[src/rtl/pong_match_controller.sv]
// pong_match_controller
//   Match sequencer for the pong datapath: generates the game-step cadence,
//   issues serve (engine_load) and step (engine_step) strobes to the ball
//   engine, consumes its miss flags, keeps both scores and declares a winner.
//
// Ports
//   clk          in   single clock, rising edge
//   reset        in   synchronous active-high reset, overrides everything
//   start        in   begin a match (sampled in IDLE and GAMEOVER)
//   pause        in   freezes step divider and serve counter
//   miss_left    in   ball passed left edge  -> right player scores
//   miss_right   in   ball passed right edge -> left player scores
//   engine_step  out  one-cycle strobe: advance the engine one game step
//   engine_load  out  one-cycle strobe: recentre ball, load serve_dir
//   serve_dir    out  0 = serve toward left, 1 = toward right
//   score_left   out  left player score
//   score_right  out  right player score
//   game_over    out  high while in GAMEOVER
//   winner       out  0 = left, 1 = right (valid with game_over)
//   state        out  IDLE=0 SERVE=1 PLAY=2 POINT=3 GAMEOVER=4
module pong_match_controller #(
  parameter int TICK_DIV   = 4,
  parameter int SERVE_WAIT = 8,
  parameter int WIN_SCORE  = 7,
  parameter int SCORE_W    = 4
) (
  input  logic               clk,
  input  logic               reset,
  input  logic               start,
  input  logic               pause,
  input  logic               miss_left,
  input  logic               miss_right,
  output logic               engine_step,
  output logic               engine_load,
  output logic               serve_dir,
  output logic [SCORE_W-1:0] score_left,
  output logic [SCORE_W-1:0] score_right,
  output logic               game_over,
  output logic               winner,
  output logic [2:0]         state
);

  localparam int DIV_W = (TICK_DIV > 1) ? $clog2(TICK_DIV) : 1;
  localparam int CNT_W = (SERVE_WAIT > 1) ? $clog2(SERVE_WAIT) : 1;

  localparam logic [DIV_W-1:0]   DIV_LAST  = DIV_W'(TICK_DIV - 1);
  localparam logic [CNT_W-1:0]   CNT_LAST  = CNT_W'(SERVE_WAIT - 1);
  localparam logic [SCORE_W-1:0] SCORE_WIN = SCORE_W'(WIN_SCORE);

  typedef enum logic [2:0] {
    IDLE     = 3'd0,
    SERVE    = 3'd1,
    PLAY     = 3'd2,
    POINT    = 3'd3,
    GAMEOVER = 3'd4
  } state_t;

  state_t             r_state;
  logic [DIV_W-1:0]   r_div;
  logic [CNT_W-1:0]   r_cnt;
  logic [SCORE_W-1:0] r_score_left;
  logic [SCORE_W-1:0] r_score_right;
  logic               r_serve_dir;
  logic               r_winner;
  logic               r_game_over;
  logic               r_load;
  logic               w_tick;

  // The divider only moves in SERVE/PLAY, so outside them it sits at 0 and
  // w_tick stays low unless TICK_DIV would be 1 (disallowed).
  assign w_tick      = (r_div == DIV_LAST) && !pause;
  assign engine_step = (r_state == PLAY) && w_tick;
  // r_load is raised on the edge that enters SERVE, so it marks exactly the
  // first SERVE cycle even if pause is held at that time.
  assign engine_load = r_load;
  assign serve_dir   = r_serve_dir;
  assign score_left  = r_score_left;
  assign score_right = r_score_right;
  assign game_over   = r_game_over;
  assign winner      = r_winner;
  assign state       = r_state;

  always_ff @(posedge clk) begin
    if (reset) begin
      r_state       <= IDLE;
      r_div         <= '0;
      r_cnt         <= '0;
      r_score_left  <= '0;
      r_score_right <= '0;
      r_serve_dir   <= 1'b1;
      r_winner      <= 1'b0;
      r_game_over   <= 1'b0;
      r_load        <= 1'b0;
    end else begin
      r_load <= 1'b0;
      case (r_state)
        IDLE: begin
          r_div <= '0;
          r_cnt <= '0;
          if (start) begin
            r_state     <= SERVE;
            r_serve_dir <= 1'b1;
            r_load      <= 1'b1;
          end
        end

        SERVE: begin
          if (w_tick) begin
            r_div <= '0;
            if (r_cnt == CNT_LAST) begin
              r_state <= PLAY;
              r_cnt   <= '0;
            end else begin
              r_cnt <= r_cnt + CNT_W'(1);
            end
          end else if (!pause) begin
            r_div <= r_div + DIV_W'(1);
          end
        end

        PLAY: begin
          // Misses win over a coincident tick; the step strobe for that
          // cycle is still issued since it is decoded from state/divider.
          if (miss_left || miss_right) begin
            r_state <= POINT;
            r_div   <= '0;
            if (miss_left && !miss_right) begin
              if (r_score_right < SCORE_WIN)
                r_score_right <= r_score_right + SCORE_W'(1);
              r_serve_dir <= 1'b0;
            end else if (miss_right && !miss_left) begin
              if (r_score_left < SCORE_WIN)
                r_score_left <= r_score_left + SCORE_W'(1);
              r_serve_dir <= 1'b1;
            end
          end else if (w_tick) begin
            r_div <= '0;
          end else if (!pause) begin
            r_div <= r_div + DIV_W'(1);
          end
        end

        POINT: begin
          r_div <= '0;
          r_cnt <= '0;
          if (r_score_left == SCORE_WIN) begin
            r_state     <= GAMEOVER;
            r_winner    <= 1'b0;
            r_game_over <= 1'b1;
          end else if (r_score_right == SCORE_WIN) begin
            r_state     <= GAMEOVER;
            r_winner    <= 1'b1;
            r_game_over <= 1'b1;
          end else begin
            r_state <= SERVE;
            r_load  <= 1'b1;
          end
        end

        GAMEOVER: begin
          r_div <= '0;
          r_cnt <= '0;
          if (start) begin
            r_state       <= SERVE;
            r_score_left  <= '0;
            r_score_right <= '0;
            r_serve_dir   <= 1'b1;
            r_game_over   <= 1'b0;
            r_load        <= 1'b1;
          end
        end

        default: begin
          r_state       <= IDLE;
          r_div         <= '0;
          r_cnt         <= '0;
          r_score_left  <= '0;
          r_score_right <= '0;
          r_game_over   <= 1'b0;
        end
      endcase
    end
  end

endmodule

[config.mk]
export PLATFORM = sky130hd
export DESIGN_NAME = pong_match_controller
export DESIGN_NICKNAME = d
export VERILOG_FILES = /design/src/rtl/pong_match_controller.sv
export SDC_FILE = /design/constraint.sdc
export NUM_CORES = 1
export LEC_CHECK = 0
export CAP_MARGIN = 20
export CORE_UTILIZATION = 45
export DETAILED_ROUTE_END_ITERATION = 10
export HOLD_SLACK_MARGIN = 0.1
export PLACE_DENSITY = 0.74
export SLEW_MARGIN = 40
export SYNTH_ARGS = -nofsm -noshare
export SYNTH_HDL_FRONTEND = slang
export SYNTH_SLANG_ARGS = --single-unit
[constraint.sdc]
create_clock -name clk -period 1.2 [get_ports clk]
set_input_delay 0.12 -clock clk [delete_from_list [all_inputs] [get_ports clk]]
set_output_delay 0.12 -clock clk [all_outputs]
set_load 0.005 [all_outputs]
# --- After elaboration in Yosys (flattened, before gate mapping) ---
# Index checks and enable logic that the tools add are counted.
word_totals:
  ff_bits: 20
  output_inout_bits: 16
  wordCells: 97
  inputBits: 6
classes:
  order_cmp: 2
  bitwise: 3
  n_reduce_logical: 21
  n_mux: 38
  addsub: 4
  n_eq_ne: 20
ops:
  columns: ["op", "n"]
  rows:
  - ["$mux 4", 8]
  - ["$mux 3", 8]
  - ["$pmux 4 s3", 2]
  - ["$ne 2x1->1 const B", 6]
  - ["$pmux 3 s4", 1]
  - ["$mux 1", 11]
  - ["$add 4x1->4 const B", 2]
  - ["$eq 4x3->1 const B", 2]
  - ["$lt 4x3->1 const B", 2]
  - ["$ne 2x2->1 const B", 4]
  - ["$reduce_and 4->1", 2]
  - ["$eq 3x2->1 const B", 2]
  - ["$eq 3x3->1 const B", 2]
  - ["$mux 2", 3]
  - ["$pmux 3 s2", 1]
  - ["$reduce_and 6->1", 1]
  - ["$reduce_or 3->1", 2]
  - ["$reduce_and 5->1", 1]
  - ["$logic_and 1x1->1", 4]
  - ["$pmux 1 s2", 2]
  - ["$pmux 2 s2", 1]
  - ["$reduce_and 2->1", 2]
  - ["$reduce_bool 2->1", 2]
  - ["$add 3x1->3 const B", 1]
  - ["12 further kinds", 16]

# --- Depth between registers and ports, before layout ---
logic_depth:
  depth_word: 6
  ltp_mapped: 5
  depth_no_buf: 5

# --- Worst setup path before layout ---
# No wires, ideal clock.
synth_timing:
  kind: "register to register"
  startpoint: "register r_score_left[0] (netlist: score_left[0])"
  endpoint: "register r_game_over (netlist: game_over)"
  arrival_ps: 1219
  required_time_ps: 1099
  path_slack_ps: -120
  synth_period_minus_slack_ps: 1320
  setup_ps: 101
  path_buffers: 0
  stages_incl_launch_ff: 6
  path_cell_list: "dfxtp_1 ha_1 nand2_1 o2bb2ai_1 nand2_1 o41ai_1"
synth_via:
  elab_chain_len: 3
  elab_cells_between_ends: 5
  cone_classes: "eq/ne (2); mux (2); reduce/logical (1)"
synth_rtl:
  columns: ["item", "line", "rtl"]
  rows:
  - ["start, declared", "61", "logic [SCORE_W-1:0] r_score_left;"]
  - ["start signal, assigned", "133", "r_score_left <= r_score_left + SCORE_W'(1);"]
  - ["$eq 4x3->1 *", "146", "if (r_score_left == SCORE_WIN) begin"]
  - ["$ne 3x3->1 (no line) or $mux 1 (tied branches)", null, null]
  - ["$reduce_and 3->1 (no line) or $pmux 1 s3 (tied branches)", null, null]
  - ["end signal, assigned", "149", "r_game_over <= 1'b1;"]
  - ["end signal, assigned", "153", "r_game_over <= 1'b1;"]
  - ["end signal, assigned", "168", "r_game_over <= 1'b0;"]
  - ["end, declared", "65", "logic r_game_over;"]
# Mark *: on every way between the ends. The rest lies on a longest branch, timed or not.
# A chain may end at the register's enable or synchronous reset.

# --- Worst setup path in the final report ---
layout_timing:
  startpoint: "register r_state[1] (netlist: state[1])"
  endpoint: "register r_score_left[0] (netlist: score_left[0])"
layout_via:
  elab_chain_len: 4
  elab_cells_between_ends: 14
  cone_classes: "eq/ne (9); mux (1); bitwise (1); reduce/logical (3)"
layout_rtl:
  columns: ["item", "line", "rtl"]
  rows:
  - ["start, declared", "58", "state_t r_state;"]
  - ["start signal, assigned", "85", "r_state <= IDLE;"]
  - ["start signal, assigned", "101", "r_state <= SERVE;"]
  - ["start signal, assigned", "111", "r_state <= PLAY;"]
  - ["$eq 3x2->1 (tied with other cells)", "96", "case (r_state)"]
  - ["$reduce_or 3->1 (no line)", null, null]
  - ["$not 1->1 (no line)", null, null]
  - ["$reduce_and 6->1 (no line)", null, null]
# Parallel ways exist; a longest one is shown, timed or not.

==> summary.txt <==
Clock transition at path regs -> 0.13 ns
final WL -> 5032 µm
final setup margin -> -0.2580 ns
largest net degree at the start of global routing -> 12
critical path fanouts, max -> 6
dominant synthesized flop cell -> dfxtp_1
Mapped Cells -> 127
RSZ-0062 raised after global routing -> yes
HP Class -> register to register
initial antenna violation count -> 0
maximum VDD drop -> 1.226 mV
# H-tree levels -> 1
top-level port count -> 22
die height -> 51.58 µm
fin crit share -> 1.215
fin util -> 0.9184
syn_area_per_cell -> 8.709 µm²
Cell variety after synth -> 46
die area -> 0.002660 mm²
router iterations before antenna repair -> 4
Hold Buf Count CTS -> 0
width of the die -> 51.58 µm
Slowest cell on crit path -> dfxtp_2
CTS tree -> done
setup violators final -> 23
Via Count -> 1443
Final Cell Area -> 0.002071 mm²
drt initial violations -> 60
final hold vios -> 0
clock root cell -> clkbuf_4
Worst EP required -> 1.44 ns
Worst Hold Margin -> 0.4708 ns
Worst-Margin Slew -> 0.3651 ns
number of port buffers -> 21
row cnt -> 17
Setup TNS Final -> -3.619 ns
Overflow after GRT -> 0
Post-synth EDFFs -> 0
first-pass GRT wire length -> 6720 µm
max-slew violations -> 0
Synthesized Nets -> 138
type of the worst setup path -> register to register
Area growth, synth to finish -> 87.22%
Max-slew headroom -> 0.7557
synth warn -> 0
cts bufs inserted -> 3
Core Region -> 0.002255 mm²
Max Root-Sink Buffers -> 2
worst clock skew -> 0.009358 ns
Antenna diodes -> 0
CP Launch Type -> register
clock sinks -> 20
clk_lat worst skew -> 0.32 ns
share of cells above drive strength 1 -> 0.6327
top cell type's share of synthesized area -> 0.3620
violated checks -> setup timing
area of the mapped netlist -> 0.001106 mm²
Cell Pwr Density -> 1404 mW/mm²
Worst EP arrival -> 1.70 ns
Leak Pwr -> 0.8897 nW
r2r setup slk -> -0.26 ns
vias per std cell -> 6.442
Total Power -> 2.907 mW
maximum clock frequency -> 685.9 MHz
post-layout min period -> 1.458 ns
CP Capture Type -> register
vias in the first global route -> 1399
total track usage -> 0.3494
max incr delay on CP -> 0.36 ns
outcome -> finished, violations left
hpwl dp -> 2261 µm
placed instance area -> 0.001563 mm²
DRC viols -> 0
largest cells by area after synthesis -> dfxtp_1 (36%), a21oi_1 (5.9%), ha_1 (5.7%)
Layout Nets -> 208
Seq/Total Area, Yosys -> 0.3620
Max-Cap Viols -> 0
Routed Antenna Nets -> 0
DR WL/cell -> 22.46 µm
leading area contributor after synthesis -> dfxtp_1
GP Congestion -> 0.8541
Yosys reg bits -> 20
initial core utilization -> 0.4906
Post-synth ARST share -> 0
cell chain of the critical path -> buf_6 > o31a_1 > a31oi_4 > nor2_1 > a211oi_2
sequential cells by signal (all words and copies together) (netlist names):
signal	cells
engine_load	1
game_over	1
r_cnt	3
r_div	2
score_left	4
score_right	4
serve_dir	1
state	3
winner	1
per-layer routing:
layer,part of all wire,up-vias,global-route usage
met2,0.48,107,0.5931
met1,0.40,701,0.4135
met3,0.075,27,0.05848
met4,0.046,0,0.1982
met5,0,-,0
li1,-,608,-
cells by family (layout without fill, tap and decap cells):
kind of cell / Yosys count / count (layout) / synth area share
simple gates: 53 / 53 / 0.2727
compound gates: 40 / 40 / 0.2613
flops: 20 / 20 / 0.3620
buf+inv: 7 / 76 / 0.03167
fa+ha+maj: 5 / 5 / 0.05656
xor+xnor: 2 / 2 / 0.01584
cells in the final DEF, fill, tap and decap left out, types with 2 or more instances in the layout:
| cell | n |
|---|---|
| a211o_1 | 2 |
| a211oi_2 | 3 |
| a21oi_1 | 8 |
| a21oi_2 | 6 |
| a31oi_4 | 2 |
| buf_4 | 32 |
| buf_6 | 15 |
| buf_8 | 2 |
| clkbuf_2 | 2 |
| clkbuf_4 | 3 |
| clkdlybuf4s15_1 | 3 |
| clkdlybuf4s50_1 | 5 |
| dfxtp_1 | 2 |
| dfxtp_2 | 15 |
| dfxtp_4 | 3 |
| dlygate4sd2_1 | 10 |
| ha_4 | 4 |
| nand2_1 | 4 |
| nand2_2 | 2 |
| nand2_4 | 2 |
| nand2b_4 | 3 |
| nand3_1 | 3 |
| nand3b_1 | 2 |
| nand4_1 | 2 |
| nor2_1 | 9 |
| nor2_2 | 4 |
| nor2_4 | 2 |
| nor3_1 | 2 |
| nor3b_2 | 2 |
| o21a_1 | 2 |
| o21ai_1 | 4 |
| xor2_1 | 2 |
synth_stat cells (2+ instances only):
| master | number |
|---|---|
| a211o_1 | 2 |
| a211oi_2 | 2 |
| a21oi_1 | 13 |
| a21oi_2 | 2 |
| buf_2 | 4 |
| dfxtp_1 | 20 |
| ha_1 | 5 |
| nand2_1 | 8 |
| nand2b_1 | 3 |
| nand3_1 | 4 |
| nand3b_1 | 2 |
| nand4_1 | 2 |
| nor2_1 | 15 |
| nor3_1 | 4 |
| nor3b_2 | 3 |
| o21a_1 | 2 |
| o21ai_0 | 3 |
| o21ai_1 | 3 |
| o2bb2ai_1 | 2 |
| xor2_1 | 2 |
through the flow:
stage	setup WS, ns	cells
final	-0.2580	224
after CTS	-0.1864	222
after global placement	-0.3018	201
after detailed placement	-0.3417	201
after floorplan	0.00003886	127
after global routing	-0.3000	224
critical path, delay by kind of cell (launching register included):
family	cells	cell delay [ns]
flops	1	0.36
buf+inv	1	0.13
simple gates	1	0.10
compound gates	3	0.78
where the power goes:
| part | switching (mW) | total (mW) | leakage, nW | internal [mW] |
|---|---|---|---|---|
| registers | 0.0642 | 0.800 | 0.171 | 0.736 |
| clock network | 0.243 | 0.429 | 0.0210 | 0.186 |
| logic | 0.845 | 1.68 | 0.698 | 0.833 |
| total | 1.15 | 2.91 | 0.890 | 1.75 |
area by class of cell:
type,count,area (µm²)
multi-input combinational,100,939.7
timing repair buffer,70,621.8
sequential,20,430.4
fill,75,183.9
clock buffer,4,36.28
tap,28,35.03
inverter,2,7.507
timing repair:
action	in CTS	in global routing
buffers inserted	17	3
endpoints found under the setup margin	36	25
pin swaps	29	17
gates resized for setup	81	33
worst paths after layout:
path | start | end | depth (start not counted)
max | state[1] | score_left[0] | 5
min | serve_dir | serve_dir | 1
max reg2reg | state[1] | score_left[0] | 5
min reg2reg | serve_dir | serve_dir | 1
Power figures use the tool's default switching activity.
